--- src/rtl/config.v ---
// +--------------------------------------------------------------------+
// | config.v                                                           |
// | Bus-wide configuration shared by the Wishbone memory responder:    |
// | address/data widths and the supported burst lengths.               |
// | Revision: 1.0                                                      |
// +--------------------------------------------------------------------+
`ifndef WB_CONFIG_V
`define WB_CONFIG_V

// Wishbone word-address width.
`define WB_ADDR_W 24
// Wishbone data-word width.
`define RW 16
// Supported burst lengths, in words.
`define WB_BURST_4 4
`define WB_BURST_8 8

`endif

--- src/rtl/wb_mem_responder_pkg.sv ---
// +--------------------------------------------------------------------+
// | wb_mem_responder_pkg                                               |
// | Shared widths, burst constants and FSM state type for the          |
// | Wishbone memory responder and its burst counter.                   |
// | Revision: 1.0                                                      |
// +--------------------------------------------------------------------+
`include "config.v"
`default_nettype none

package wb_mem_responder_pkg;

  localparam int unsigned ADDR_W = `WB_ADDR_W;
  localparam int unsigned DATA_W = `RW;
  localparam int unsigned BURST4 = `WB_BURST_4;
  localparam int unsigned BURST8 = `WB_BURST_8;
  localparam int unsigned CTR_W  = 3;

  typedef enum logic [1:0] {
    ST_IDLE = 2'd0,
    ST_BEAT = 2'd1,
    ST_DONE = 2'd2
  } state_e;

  // Terminal beat index (N-1) for the selected burst length.
  function automatic logic [CTR_W-1:0] burst_last(input logic len8);
    return len8 ? CTR_W'(BURST8 - 1) : CTR_W'(BURST4 - 1);
  endfunction

endpackage

`default_nettype wire

--- src/rtl/wb_burst_ctr.sv ---
// +--------------------------------------------------------------------+
// | wb_burst_ctr                                                       |
// | Beat counter for wrapping burst reads. Holds the index of the next |
// | beat to issue and produces the wrapped low address bits.           |
// | Ports:                                                             |
// |   i_clk, i_rst      clock, synchronous active-high reset           |
// |   i_start           load a new burst (beat 0 issued this cycle)    |
// |   i_len8            1 = 8-word burst, 0 = 4-word burst             |
// |   i_start_low       low 3 bits of the starting word offset         |
// |   i_advance         a beat was issued, step to the next one        |
// |   i_clear           return the counter to 0                        |
// |   o_low             wrapped low address bits of the current beat   |
// |   o_last            current beat is the terminal one (N-1)         |
// | Revision: 1.0                                                      |
// +--------------------------------------------------------------------+
`default_nettype none

module wb_burst_ctr
  import wb_mem_responder_pkg::*;
(
  input  logic             i_clk,
  input  logic             i_rst,
  input  logic             i_start,
  input  logic             i_len8,
  input  logic [CTR_W-1:0] i_start_low,
  input  logic             i_advance,
  input  logic             i_clear,
  output logic [CTR_W-1:0] o_low,
  output logic             o_last
);

  logic [CTR_W-1:0] beat_q, beat_d;
  logic [CTR_W-1:0] low0_q, low0_d;
  logic             len8_q, len8_d;

  always_comb begin
    beat_d = beat_q;
    low0_d = low0_q;
    len8_d = len8_q;
    if (i_start) begin
      // Beat 0 goes out in the start cycle, so the next one is beat 1.
      beat_d = CTR_W'(1);
      low0_d = i_start_low;
      len8_d = i_len8;
    end else if (i_clear) begin
      beat_d = '0;
    end else if (i_advance) begin
      beat_d = beat_q + CTR_W'(1);
    end
  end

  // 8-word bursts wrap over all three bits; 4-word bursts keep bit 2 fixed.
  always_comb begin
    if (len8_q) begin
      o_low = low0_q + beat_q;
    end else begin
      o_low = {low0_q[2], low0_q[1:0] + beat_q[1:0]};
    end
  end

  assign o_last = (beat_q == burst_last(len8_q));

  always_ff @(posedge i_clk) begin
    if (i_rst) begin
      beat_q <= '0;
      low0_q <= '0;
      len8_q <= 1'b0;
    end else begin
      beat_q <= beat_d;
      low0_q <= low0_d;
      len8_q <= len8_d;
    end
  end

endmodule

`default_nettype wire

--- src/rtl/wb_mem_responder.sv ---
// +--------------------------------------------------------------------+
// | wb_mem_responder                                                   |
// | Wishbone slave serving a window of 16-bit words from a synchronous |
// | memory. Single reads/writes, and 4/8-beat wrapping burst reads.    |
// | Ports:                                                             |
// |   i_clk, i_rst          clock, synchronous active-high reset       |
// |   wb_cyc/stb/we/adr/sel/i_dat, wb_4_burst/wb_8_burst  master side  |
// |   wb_o_dat/ack/err/rty  slave responses (rty tied low)             |
// |   mem_addr/re/we/wmask/wdata/rdata  synchronous memory port        |
// | Revision: 1.0                                                      |
// +--------------------------------------------------------------------+
`default_nettype none

module wb_mem_responder
  import wb_mem_responder_pkg::*;
#(
  parameter int unsigned MEM_WORDS = 32768,
  parameter int unsigned BASE_ADR  = 0
) (
  input  logic                         i_clk,
  input  logic                         i_rst,
  input  logic                         wb_cyc,
  input  logic                         wb_stb,
  input  logic                         wb_we,
  input  logic [ADDR_W-1:0]            wb_adr,
  input  logic [1:0]                   wb_sel,
  input  logic [DATA_W-1:0]            wb_i_dat,
  input  logic                         wb_4_burst,
  input  logic                         wb_8_burst,
  output logic [DATA_W-1:0]            wb_o_dat,
  output logic                         wb_ack,
  output logic                         wb_err,
  output logic                         wb_rty,
  output logic [$clog2(MEM_WORDS)-1:0] mem_addr,
  output logic                         mem_re,
  output logic                         mem_we,
  output logic [1:0]                   mem_wmask,
  output logic [DATA_W-1:0]            mem_wdata,
  input  logic [DATA_W-1:0]            mem_rdata
);

  localparam int unsigned       MEM_AW    = $clog2(MEM_WORDS);
  localparam logic [ADDR_W:0]   WORDS_EXT = (ADDR_W + 1)'(MEM_WORDS);
  localparam logic [MEM_AW-1:0] BLK_MASK  = ~MEM_AW'(BURST8 - 1);

  state_e              state_q, state_d;
  logic                blk_q;            // first cycle after reset: no new transfer
  logic [MEM_AW-1:0]   base_q, base_d;   // starting offset of the current burst
  logic                resp_err_q, resp_err_d;
  logic                resp_rd_q, resp_rd_d;
  logic [DATA_W-1:0]   dat_q, dat_d;

  logic [ADDR_W-1:0]   off;
  logic                oor;
  logic                req;
  logic                is_burst;
  logic                ack_rd;
  logic                ctr_start, ctr_adv, ctr_clr;
  logic [CTR_W-1:0]    ctr_low;
  logic                ctr_last;

  // Addresses below BASE_ADR wrap to large offsets and land out of range.
  assign off      = wb_adr - ADDR_W'(BASE_ADR);
  assign oor      = ({1'b0, off} >= WORDS_EXT);
  assign req      = wb_cyc & wb_stb & ~blk_q;
  assign is_burst = wb_4_burst | wb_8_burst;
  assign wb_rty   = 1'b0;

  wb_burst_ctr u_ctr (
    .i_clk       (i_clk),
    .i_rst       (i_rst),
    .i_start     (ctr_start),
    .i_len8      (wb_8_burst),
    .i_start_low (off[CTR_W-1:0]),
    .i_advance   (ctr_adv),
    .i_clear     (ctr_clr),
    .o_low       (ctr_low),
    .o_last      (ctr_last)
  );

  always_comb begin
    state_d    = state_q;
    base_d     = base_q;
    resp_err_d = resp_err_q;
    resp_rd_d  = resp_rd_q;
    mem_re     = 1'b0;
    mem_we     = 1'b0;
    mem_addr   = off[MEM_AW-1:0];
    mem_wmask  = 2'b00;
    mem_wdata  = wb_i_dat;
    wb_ack     = 1'b0;
    wb_err     = 1'b0;
    ack_rd     = 1'b0;
    ctr_start  = 1'b0;
    ctr_adv    = 1'b0;
    ctr_clr    = 1'b0;

    case (state_q)
      ST_IDLE: begin
        if (req) begin
          state_d    = ST_DONE;
          resp_err_d = 1'b0;
          resp_rd_d  = 1'b0;
          if (oor || (wb_we && is_burst)) begin
            resp_err_d = 1'b1;
          end else if (wb_we) begin
            mem_we    = 1'b1;
            mem_wmask = wb_sel;
          end else begin
            mem_re = 1'b1;
            if (is_burst) begin
              ctr_start = 1'b1;
              base_d    = off[MEM_AW-1:0];
              state_d   = ST_BEAT;
            end else begin
              resp_rd_d = 1'b1;
            end
          end
        end
      end

      ST_BEAT: begin
        if (!wb_cyc) begin
          // Master abandoned the burst: stop reading and stay silent.
          ctr_clr = 1'b1;
          state_d = ST_IDLE;
        end else begin
          // Acknowledge the previous beat while issuing the current one.
          wb_ack   = 1'b1;
          ack_rd   = 1'b1;
          mem_re   = 1'b1;
          mem_addr = (base_q & BLK_MASK) | MEM_AW'(ctr_low);
          if (ctr_last) begin
            resp_err_d = 1'b0;
            resp_rd_d  = 1'b1;
            state_d    = ST_DONE;
          end else begin
            ctr_adv = 1'b1;
          end
        end
      end

      ST_DONE: begin
        wb_ack  = ~resp_err_q;
        wb_err  = resp_err_q;
        ack_rd  = resp_rd_q;
        ctr_clr = 1'b1;
        state_d = ST_IDLE;
      end

      default: begin
        state_d = ST_IDLE;
      end
    endcase
  end

  // Read data is forwarded straight from memory on a read ack, held otherwise.
  assign dat_d    = ack_rd ? mem_rdata : dat_q;
  assign wb_o_dat = dat_d;

  always_ff @(posedge i_clk) begin
    if (i_rst) begin
      state_q    <= ST_IDLE;
      blk_q      <= 1'b1;
      base_q     <= '0;
      resp_err_q <= 1'b0;
      resp_rd_q  <= 1'b0;
      dat_q      <= '0;
    end else begin
      state_q    <= state_d;
      blk_q      <= 1'b0;
      base_q     <= base_d;
      resp_err_q <= resp_err_d;
      resp_rd_q  <= resp_rd_d;
      dat_q      <= dat_d;
    end
  end

endmodule

`default_nettype wire

--- config.mk ---
export PLATFORM = sky130hd
export DESIGN_NAME = wb_mem_responder
export DESIGN_NICKNAME = d
export VERILOG_FILES = /design/src/rtl/wb_mem_responder_pkg.sv /design/src/rtl/wb_burst_ctr.sv /design/src/rtl/wb_mem_responder.sv
export VERILOG_INCLUDE_DIRS = /design/src /design/src/rtl
export SDC_FILE = /design/constraint.sdc
export NUM_CORES = 1
export LEC_CHECK = 0
export ABC_CLOCK_PERIOD_IN_PS = 4300
export CAP_MARGIN = 30
export CORE_MARGIN = 2
export CORE_UTILIZATION = 42
export DETAILED_ROUTE_END_ITERATION = 7
export GPL_TIMING_DRIVEN = 0
export PLACE_DENSITY = 0.86
export SLEW_MARGIN = 20
export SYNTH_ARGS = -nofsm -noshare
export SYNTH_HDL_FRONTEND = slang
export SYNTH_SLANG_ARGS = --single-unit
--- constraint.sdc ---
create_clock -name i_clk -period 4.3 [get_ports i_clk]
set_clock_uncertainty 0.1 [all_clocks]
set_input_delay 0.645 -clock i_clk [delete_from_list [all_inputs] [get_ports i_clk]]
set_output_delay 0.645 -clock i_clk [all_outputs]
set_load 0.03 [all_outputs]
---- Word level (Yosys, flattened, before mapping) ----
Index checks and enable logic that the tools add are counted.
storage, ports and cells
  logic and storage cells ................. 92
  bits in registers ....................... 43
  output and inout port bits .............. 54
  input bits .............................. 65
operators by class
  add/sub/neg operators ................... 3
  muxes and demuxes ....................... 54
  eq/ne operators ......................... 7
  reduce and logical (&&, ||, !) cells .... 9
  magnitude comparators ................... 1
  bitwise operators ....................... 8
operators by type and width
  cell                                                                                    number
  1-bit 2-to-1 mux                                                                        32
  15-bit 2-to-1 mux                                                                       2
  24-bit by 16-bit greater-or-equal comparator with 1-bit output (second input constant)  1
  2-bit 2-to-1 mux                                                                        10
  16-bit 2-to-1 mux                                                                       1
  15-bit by 3-bit bitwise OR with 15-bit output                                           1
  1-bit case mux with 2 select lines                                                      6
  3-bit 2-to-1 mux                                                                        2
  2-bit != test (second input constant)                                                   3
  5-bit AND reduction                                                                     1
  1-bit inverter                                                                          4
  2-bit case mux with 2 select lines                                                      1
  4-bit AND reduction                                                                     1
  3-bit by 1-bit adder with 3-bit output (second input constant)                          1
  3-bit adder                                                                             1
  3-bit == test                                                                           1
  3-bit != test (second input constant)                                                   1
  3-bit nonzero test                                                                      1
  3-bit OR reduction                                                                      1
  2-bit adder                                                                             1
  1-bit bitwise AND                                                                       2
  2-bit by 1-bit == test with 1-bit output (second input constant)                        1
  2-bit == test (second input constant)                                                   1
  2-bit logical NOT                                                                       1
  5 further kinds                                                                         5

---- Longest topological paths before layout ----
Gate-level depths: netlist of run 1.
  depth in word-level cells ............... 8
  depth in mapped cells ................... 8
  mapped depth without buffers ............ 6

---- Cells and area by module ----
From an unflattened synthesis of run 1, not the netlist that was laid out.
unflattened totals
  cells, all modules ...................... 231
  area, all modules ....................... 2154.6 µm²
by module, submodules not included
  module            instances  cells an instance  area each (µm²)
  wb_mem_responder  1          194                1789.2
  wb_burst_ctr      1          37                 365.4

---- Worst setup path after synthesis of run 1 ----
OpenSTA, ideal clock, no wires.
  kind .................................... in2out
  from .................................... in wb_adr[17]
  to ...................................... out mem_wmask[0]
  required time ........................... 3.555 ns
  slack ................................... 1.359 ns
  path buffers ............................ 0
  arrival time ............................ 2.196 ns
  cell stages on the path ................. 4
  cell sequence ........................... or4_4 nor2_1 and4_1 and2_1
on the way
  longest elaborated chain between the ends .. 5
RTL lines
  what                                                            line                     source
  start, declared                                                 wb_mem_responder.sv:25   input logic [ADDR_W-1:0] wb_adr,
  24-bit by 16-bit greater-or-equal comparator with 1-bit output  wb_mem_responder.sv:64   assign oor = ({1'b0, off} >= WORDS_EXT);
  1-bit logical OR                                                wb_mem_responder.sv:104  if (oor || (wb_we && is_burst)) begin
  2-bit 2-to-1 mux                                                wb_mem_responder.sv:104
  2-bit 2-to-1 mux                                                wb_mem_responder.sv:100  if (req) begin
  2-bit 2-to-1 mux                                                wb_mem_responder.sv:98   case (state_q)
  end, declared                                                   wb_mem_responder.sv:37   output logic [1:0] mem_wmask,
Every way passes these cells.

---- Worst setup path in the final report of run 1 ----
  from .................................... in wb_cyc
  to ...................................... out wb_o_dat[7]
on the way
  longest elaborated chain between the ends .. 3
RTL lines
  what                                line                     source
  start, declared                     wb_mem_responder.sv:22   input logic wb_cyc,
  1-bit 2-to-1 mux                    wb_mem_responder.sv:123  if (!wb_cyc) begin
  1-bit case mux with 2 select lines  wb_mem_responder.sv:98
  16-bit 2-to-1 mux                   wb_mem_responder.sv:158  assign dat_d = ack_rd ? mem_rdata : dat_q;
  end, declared                       wb_mem_responder.sv:30   output logic [DATA_W-1:0] wb_o_dat,
Every way passes these cells.

==> results.json, run 1 <==
{
  "crit_required_ns": 3.56,
  "ys_seq_area_share_pct": 37.04,
  "cap_violations": 0,
  "ff2ff_path_depth": 8,
  "vias_per_cell": 5.014,
  "postCtsSetupRepairBufs": 0,
  "design_area_um2": 3353,
  "cts_hold_buf": 0,
  "max_stage_delay_ns": 0.59,
  "synth_area_leaders": "dfxtp_1, mux2_2, and2_1",
  "hp-start": "base_q[8]$_SDFFE_PP0P_",
  "timing.rr.end": "dat_q[7]$_SDFF_PP0_",
  "fin_ws_ns": 0.2083,
  "crit_path_end_kind": "primary output",
  "nNetsFinal": 417,
  "postRouteAntennaNets": 0,
  "cp_max_fo": 10,
  "via_count": 2091,
  "synth_warnings": 0,
  "first_pass_iters": 4,
  "htreeDepth": 2,
  "hold_end": "base_q[8]$_SDFFE_PP0P_",
  "utilization_pct": 66.50,
  "cts.sinks": 40,
  "drt_iter0_markers": 53,
  "combPwrFrac_pct": 19.9,
  "place_area_um2": 3261,
  "die-area_um2": 5738,
  "p_leak_nw": 1.269,
  "final_common_cell": "clkdlybuf4s50_1",
  "fin_crit_ns": 4.092,
  "antenna_found_initial": 0,
  "p_int_mw": 0.5866,
  "tritoncts": "built",
  "power_density_nw_per_um2": 234.4,
  "first_global_vias": 2048,
  "tns_ns": 0,
  "io_pins": 119,
  "postCtsResizedCells": 0,
  "rrSetupSlack_ns": 1.65,
  "synth_largest_area_cell": "dfxtp_1",
  "ys_ff_latch": 40,
  "cpMaxStageDelayCell": "clkdlybuf4s50_1",
  "crit_top_cell": "clkdlybuf4s50_1",
  "synth_cell_types": 39,
  "maxSlewViolCount": 0,
  "fmax_mhz": 244.4,
  "syn_area_um2": 2162,
  "routedWlPerCell_um": 13.34,
  "power_frac_seq_pct": 47.5,
  "power_switching_mw": 0.1994,
  "min_delay_path_depth": 2,
  "die_h_um": 75.75,
  "insertion_delay_ns": 0.29,
  "cp.arrival_ns": 3.35,
  "clock_power_share_pct": 32.6,
  "grt.overflow.total": 0,
  "rows": 26,
  "synth.avg_cell_area_um2": 9.084,
  "crit_chain": "clkdlybuf4s50_1 -> and2_1 -> clkbuf_1 -> o21ai_1 -> buf_2 -> mux2_2 -> clkdlybuf4s50_1",
  "totalWireLength_mm": 5.561,
  "grt_setup_unrepaired": "false",
  "hpwl_mm": 4.372,
  "critPathTopFamily": "buffers and inverters",
  "r2r_start": "state_q[1]$_SDFFE_PP0P_",
  "die_w_um": 75.75,
  "port_buffers": 101,
  "cp-start-kind": "input port",
  "tightest_slew_ns": 0.6992,
  "synthToLayoutAreaGrowth_pct": 55.09,
  "root_buffer": "clkbuf_8",
  "critPathBufInv": 4,
  "drc_errors": 0,
  "status": "finished clean",
  "clockBufferDepth": 2,
  "hold_viol": 0,
  "diodes": 0,
  "core_um2": 5042,
  "synth_top_area_share_pct": 37.04,
  "p_sw_share_pct": 25.37,
  "drive_above_1_share_pct": 17.87,
  "hold_class": "reg -> reg",
  "relSlewSlack_pct": 53.00,
  "synth_cells": 238,
  "syn_nets": 309,
  "grt_pass1_wl_mm": 8.556,
  "gp_congestion": 0.8126,
  "path_class": "in -> out",
  "track_usage_pct": 19.61,
  "initial_core_util_pct": 42.88,
  "final-setup-viol-count": 0,
  "finalCritPeriodShare_pct": 95.16,
  "post-place-ws_ns": 0.2320,
  "vdd_drop_max_mv": 0.1977,
  "clkTransAtPathRegs_ns": 0.07,
  "layout_common_cells": "clkdlybuf4s50_1, dfxtp_1, mux2_2",
  "grt_max_degree": 13,
  "numCtsBuffers": 5
}
==> state kept, by name, indices dropped and copies added (netlist names) <==
register / cells
dat_q: 16
base_q: 12
u_ctr.low0_q: 3
resp_rd_q: 1
u_ctr.beat_q: 3
resp_err_q: 1
u_ctr.len8_q: 1
state_q: 2
blk_q: 1
==> metal layers <==
metal	track usage [%]	share of wire, %
met5	0	0
met3	6.878	8.6
met2	34.20	48
met4	8.967	1.9
met1	21.21	41
==> synthesized netlist by cell type (all sizes together) <==
| library cell | instances |
|---|---|
| nor4 | 2 |
| nand4b | 1 |
| and2 | 22 |
| ha | 5 |
| conb | 1 |
| nand2 | 5 |
| a21oi | 23 |
| nand3 | 17 |
| a31oi | 2 |
| mux2 | 30 |
| nor2 | 4 |
| o21a | 1 |
| nor3 | 4 |
| dfxtp | 40 |
| or3 | 2 |
| fa | 1 |
| a31o | 2 |
| buf | 20 |
| or2 | 1 |
| nand2b | 3 |
| nor2b | 1 |
| o21ai | 21 |
| a41o | 1 |
| clkbuf | 9 |
| inv | 6 |
| o2bb2ai | 1 |
| a311oi | 1 |
| nand4 | 1 |
| mux2i | 2 |
| and4 | 1 |
| and4b | 1 |
| xnor2 | 4 |
| or4 | 3 |
==> worst register-to-register path, stage by stage, from the launching register on <==
cell,delay [ns]
dfxtp_1,0.36
inv_1,0.07
ha_1,0.24
and2_1,0.18
clkbuf_1,0.17
o21ai_1,0.54
buf_2,0.36
mux2_2,0.38
and2_1,0.15
==> cell type report <==
class / instances / area (µm²)
Sequential cell: 40 / 800.8
Tap cell: 70 / 87.58
Buffer: 29 / 175.2
Clock inverter: 2 / 10.01
Fill cell: 422 / 1689
Multi-Input combinational cell: 163 / 1164
Inverter: 6 / 22.52
Timing Repair Buffer: 101 / 1011
Clock buffer: 6 / 82.58
==> logic make-up after synthesis <==
kind of cell / Yosys count / share of synthesized area (%)
AO/OA/AOI/OAI: 52 / 13.19
XOR/XNOR: 4 / 1.620
adder cells (fa/ha/maj): 6 / 3.819
buffers and inverters: 35 / 9.143
flip-flops: 40 / 37.04
multiplexers: 32 / 16.55
other: 1 / 0.1734
AND/OR/NAND/NOR: 68 / 18.46
==> power by group through the flow <==
stage	Clock, mW	Combinational, mW	Sequential, mW
floorplan	0	0.0732	0.382
global placement	0	0.154	0.382
detailed placement	0	0.156	0.382
CTS	0.263	0.157	0.374
global route	0.279	0.166	0.374
finish	0.256	0.156	0.374
==> through the flow <==
step | cells | hold slack (ns) | power (mW)
after floorplan | 238 | 0.3471 | 0.4550
after global placement | 409 | 0.3573 | 0.5362
after detailed placement | 409 | 0.3652 | 0.5384
after CTS | 417 | 0.3769 | 0.7937
after global routing | 417 | 0.4111 | 0.8186
final | 417 | 0.3786 | 0.7860
==> worst max path at each step <==
stage                     startpoint            to  slack, ns  cells past startpoint
final                         wb_cyc   wb_o_dat[7]       0.21                      7
after global routing          wb_cyc   wb_o_dat[7]       0.08                      7
after CTS                     wb_cyc   wb_o_dat[7]       0.22                      7
after detailed placement      wb_cyc   wb_o_dat[7]       0.23                      7
after global placement        wb_cyc  wb_o_dat[12]       0.25                      7
after floorplan           wb_adr[17]  mem_wmask[0]       1.36                      4
Note: power is estimated with default switching activity, not from simulation.
==> run 2, diff against run 1 <==
Settings changed: ABC_AREA from default to 1, CORE_UTILIZATION 42 to 43.
==> results.json, run 2 <==
{
  "io_pins": 119,
  "ff2ff_path_depth": 9,
  "hold_viol": 0,
  "synth_edf_count": 0,
  "grt_pass1_wl_mm": 10.27,
  "postCtsResizedCells": 0,
  "final_common_cell": "clkdlybuf4s50_1",
  "crit_path_end_kind": "primary output",
  "cp-start-kind": "input port",
  "power_density_nw_per_um2": 220.9,
  "insertion_delay_ns": 0.29,
  "synth_area_leaders": "dfxtp_1, nand2_1, inv_1",
  "hp-start": "u_ctr.len8_q$_SDFFE_PP0P_",
  "ys_ff_latch": 40,
  "finalPower_mw": 0.7700,
  "top_register": "dat_q",
  "r2r_start": "state_q[1]$_SDFFE_PP0P_",
  "grt_max_degree": 13,
  "synth_warnings": 0,
  "rrSetupSlack_ns": 2.49,
  "cts_hold_buf": 0,
  "clkTransAtPathRegs_ns": 0.07,
  "gp_congestion": 0.7726,
  "seqCellArea_um2": 800.8,
  "port_buffers": 101,
  "synth_top_area_share_pct": 34.73,
  "synth.avg_cell_area_um2": 6.249,
  "status": "finished clean",
  "synth_flop_cell": "dfxtp_1",
  "instances_no_fill": 547,
  "cap_violations": 0,
  "nFillCells": 458,
  "postCtsSetupRepairBufs": 0,
  "synth_common_cells": "nand2_1, inv_1, nor2_1",
  "largest_reg_flops": 16,
  "htreeDepth": 2,
  "via_count": 2470,
  "critPathTopFamily": "buffers and inverters",
  "core_um2": 5140,
  "vdd_drop_max_mv": 0.1681,
  "first_pass_iters": 4,
  "antenna_found_initial": 0,
  "first_global_vias": 2445,
  "cp_max_fo": 10,
  "maxSlewViolCount": 0,
  "grt.overflow.total": 0,
  "track_usage_pct": 20.60,
  "path_class": "in -> out",
  "layout_common_cells": "clkdlybuf4s50_1, nand2_1, inv_1",
  "p_leak_nw": 1.823,
  "synth.most_common_cell": "nand2_1",
  "fmax_mhz": 287.7,
  "hold_end": "u_ctr.len8_q$_SDFFE_PP0P_",
  "hold_class": "reg -> reg",
  "die_w_um": 77.23,
  "critPathBufInv": 4,
  "fin_crit_ns": 3.476,
  "vias_per_cell": 4.516,
  "reg_top3": "dat_q: 16 flops, base_q: 12 flops",
  "async_reset_ff_share_pct": 0,
  "postRouteAntennaNets": 0,
  "synth_largest_area_cell": "dfxtp_1",
  "rows": 26,
  "synth_cell_types": 26,
  "initial_core_util_pct": 44.86,
  "cts.sinks": 40,
  "routedWlPerCell_um": 10.85,
  "finalCritPeriodShare_pct": 80.83,
  "utilization_pct": 67.82,
  "drt_iter0_markers": 98,
  "tritoncts": "built",
  "nNetsFinal": 548,
  "hpwl_mm": 4.573,
  "grt_setup_unrepaired": "false",
  "max_stage_delay_ns": 0.72,
  "crit_chain": "clkdlybuf4s50_1 -> nand2_1 -> buf_2 -> clkbuf_1 -> nand2_1 -> o21ai_0 -> clkdlybuf4s50_1",
  "root_buffer": "clkbuf_8",
  "final-setup-viol-count": 0,
  "place_inst": 540,
  "tns_ns": 0,
  "die_h_um": 77.23,
  "synth_cells": 369,
  "cp.arrival_ns": 2.73,
  "numCtsBuffers": 5,
  "ys_seq_area_share_pct": 34.73,
  "syn_area_um2": 2306,
  "die-area_um2": 5964,
  "drive_above_1_share_pct": 7.757,
  "synthToLayoutAreaGrowth_pct": 51.17,
  "timing.rr.end": "dat_q[6]$_SDFF_PP0_",
  "min_delay_path_depth": 2,
  "clockBufferDepth": 2,
  "diodes": 0,
  "drc_errors": 0,
  "totalWireLength_mm": 5.933,
  "crit_required_ns": 3.56,
  "syn_nets": 440,
  "multiInputGateArea_um2": 1030,
  "cpMaxStageDelayCell": "clkdlybuf4s50_1"
}
## run 2: cell types whose count changed in the layout (fill, tap and decap cells not counted), sizes merged, moves of 7 or more
cell   change
nor2      +64
and2      -21
a21oi     -17
o21ai     +11
inv       +66
mux2      -30
nand2     +91
nand3      -7
## run 2: worst max-delay path by stage
stage | endpoint | depth (start not counted) | from | slack [ns]
final | mem_addr[13] | 7 | wb_cyc | 0.82
after global routing | wb_o_dat[4] | 9 | wb_cyc | 0.64
after CTS | mem_addr[12] | 7 | wb_cyc | 0.83
after detailed placement | mem_addr[12] | 7 | wb_cyc | 0.83
after global placement | mem_addr[12] | 7 | wb_cyc | 0.82
after floorplan | mem_addr[11] | 4 | wb_cyc | 1.82
## run 2: per-layer routing
metal,up-vias,wire length (µm),GRT usage (%)
met3,8,486,7.412
met4,0,55,3.929
li1,1286,-,-
met5,-,0,0
met1,1085,2449,21.91
met2,91,2941,38.87
## run 2: final cells by class
type,count,area share [%]
flip-flops and latches,40,22.97
well taps,70,2.513
plain buffers,29,5.779
clock buffers,5,1.974
multi-input cells,227,29.54
repair buffers,101,29.00
clock inverters,2,0.3589
inverters,73,7.861
## run 2: tightest hold or removal path, cell delays in order, from the launching register on
cell     delay (ns)
dfxtp_1        0.33
nand3_1        0.09
nand2_1        0.05
## run 2: cells by family after synthesis
group	count (synthesis)	share of synthesized area [%]
buf+inv	102	20.62
fa+ha+maj	6	3.581
xor+xnor	1	0.3799
simple gates	180	31.96
flops	40	34.73
other cells	1	0.1626
compound gates	39	8.573
## run 2: metrics by stage
stage	area, µm²	hold slack, ns	worst slack, ns
finish	3486	0.4054	0.8244
global route	3486	0.4444	0.6424
CTS	3486	0.4090	0.8262
detailed placement	3405	0.3985	0.8318
global placement	3405	0.3755	0.8186
floorplan	2306	0.3600	1.817
## run 2: power by group
group          total (mW)  internal, mW  leakage [nW]  switching, mW
clock network       0.239         0.110        0.0400          0.129
registers           0.374         0.373         0.323        0.00142
logic               0.157        0.0842          1.46         0.0727
==> run 3, diff against run 2 <==
Settings changed: ABC_CLOCK_PERIOD_IN_PS 4300 to 3100, CORE_UTILIZATION 43 to 36, PLACE_DENSITY 0.86 to 0.77.
Clock period 4.3 ns to 3.1 ns, I/O delays scaled along.
==> results.json, run 3 (synthesis gave the netlist of run 2 again) <==
{
  "status": "finished clean",
  "layout_common_cells": "nand2_1, clkdlybuf4s50_1, inv_1",
  "cp_max_fo": 10,
  "synthToLayoutAreaGrowth_pct": 54.42,
  "port_buffers": 101,
  "timing.rr.end": "u_ctr.beat_q[2]$_SDFFE_PP0P_",
  "first_pass_iters": 4,
  "io_pins": 119,
  "grt.overflow.total": 0,
  "top_register": "dat_q",
  "final_common_cell": "nand2_1",
  "postCtsSetupRepairBufs": 0,
  "gp_congestion": 0.7787,
  "maxSlewViolCount": 0,
  "drive_above_1_share_pct": 8.386,
  "design_area_um2": 3561,
  "die_h_um": 84.04,
  "tritoncts": "built",
  "postRouteAntennaNets": 0,
  "initial_core_util_pct": 36.74,
  "drc_errors": 0,
  "first_global_vias": 2413,
  "root_buffer": "clkbuf_8",
  "p_leak_nw": 2.234,
  "hpwl_mm": 4.516,
  "nNetsFinal": 548,
  "clkTransAtPathRegs_ns": 0.07,
  "min_delay_path_depth": 2,
  "grt_pass1_wl_mm": 10.07,
  "diodes": 0,
  "path_class": "in -> out",
  "rrSetupSlack_ns": 1.37,
  "grt_max_degree": 12,
  "vdd_drop_max_mv": 0.1842,
  "hold_end": "u_ctr.len8_q$_SDFFE_PP0P_",
  "fmax_mhz": 332.2,
  "crit_path_end_kind": "primary output",
  "ff2ff_path_depth": 9,
  "cts.sinks": 40,
  "reg_top3": "dat_q: 16 flops, base_q: 12 flops",
  "totalWireLength_mm": 5.756,
  "fin_crit_ns": 3.011,
  "finalCritPeriodShare_pct": 97.11,
  "die_w_um": 84.04,
  "insertion_delay_ns": 0.29,
  "numCtsBuffers": 5,
  "hold_viol": 0,
  "cp-start-kind": "input port",
  "antenna_found_initial": 0,
  "drt_iter0_markers": 71,
  "utilization_pct": 56.73,
  "grt_setup_unrepaired": "false",
  "clockBufferDepth": 2,
  "cts_hold_buf": 0,
  "r2r_start": "state_q[1]$_SDFFE_PP0P_",
  "hold_ws_ns": 0.3803,
  "crit_required_ns": 2.53,
  "power_density_nw_per_um2": 298.3,
  "hp-start": "u_ctr.len8_q$_SDFFE_PP0P_",
  "cp.arrival_ns": 2.45,
  "die-area_um2": 7062,
  "final-setup-viol-count": 0,
  "hold_class": "reg -> reg",
  "vias_per_cell": 4.440,
  "routedWlPerCell_um": 10.39,
  "cap_violations": 0,
  "htreeDepth": 2,
  "track_usage_pct": 17.13,
  "rows": 29,
  "place_area_um2": 3413,
  "via_count": 2460,
  "core_um2": 6277,
  "largest_reg_flops": 16
}
## run 3: cell types whose count changed in the layout (fill, tap and decap cells not counted), sizes merged
cell,change
clkbuf,+1
clkdlybuf4s50,-26
dlymetal6s2s,+26
clkinvlp,-1
## run 3: stage by stage
| stage | std cells | TNS [ns] | total power, mW | setup slack [ns] |
|---|---|---|---|---|
| 3_5_place_dp | 547 | -0.1385 | 0.7496 | -0.03783 |
| 6_report | 554 | 0 | 1.062 | 0.08949 |
| 5_1_grt | 554 | 0 | 1.113 | 0.004234 |
| 3_3_place_gp | 547 | 0 | 0.7466 | 0.01010 |
| 2_1_floorplan | 369 | 0 | 0.6342 | 0.7994 |
| 4_1_cts | 554 | 0 | 1.077 | 0.01404 |
## run 3: per-layer routing
metal | track usage (%) | up-vias | part of all wire, %
met5 | 0 | - | 0
met4 | 4.399 | 0 | 0.80
met3 | 6.034 | 4 | 9.8
met2 | 31.17 | 97 | 48
met1 | 18.77 | 1076 | 41
li1 | - | 1283 | -
## run 3: timing repair
item,4_1_cts,5_1_grt
pin swaps,0,0
resized for setup,2,31
endpoints found under the hold margin,0,0
endpoints found under the setup margin,8,30
## run 3: layout make-up
type | instances | area, µm²
well taps | 77 | 96.34
clock buffers | 6 | 72.57
inverters | 73 | 274.0
repair buffers | 101 | 1076
flip-flops and latches | 40 | 800.8
plain buffers | 29 | 206.4
fillers | 616 | 2716
multi-input cells | 227 | 1030
clock inverters | 1 | 5.005
## run 3: worst max path at each step
stage	startpoint	to	slack, ns	cells after the start
after global routing	state_q[1]$_SDFFE_PP0P_	mem_addr[14]	0.004	7
after global placement	wb_cyc	mem_addr[12]	0.01	7
final	wb_cyc	mem_addr[14]	0.09	6
after CTS	state_q[1]$_SDFFE_PP0P_	wb_o_dat[6]	0.01	10
after detailed placement	wb_cyc	mem_addr[12]	-0.04	7
after floorplan	u_ctr.beat_q[0]$_SDFFE_PP0P_	mem_addr[2]	0.80	6
## run 3: power by group
part           total (mW)  internal [mW]  switching (mW)
Clock               0.327          0.153           0.174
Combinational       0.216          0.116           0.100
Sequential          0.519          0.517         0.00212
## run 3: worst max-delay path: stages
cell and delay [ns]:
clkdlybuf4s50_1 0.56, nand2_1 0.09, buf_2 0.19, clkbuf_2 0.22, o21ai_0 0.22, clkdlybuf4s50_1 0.70
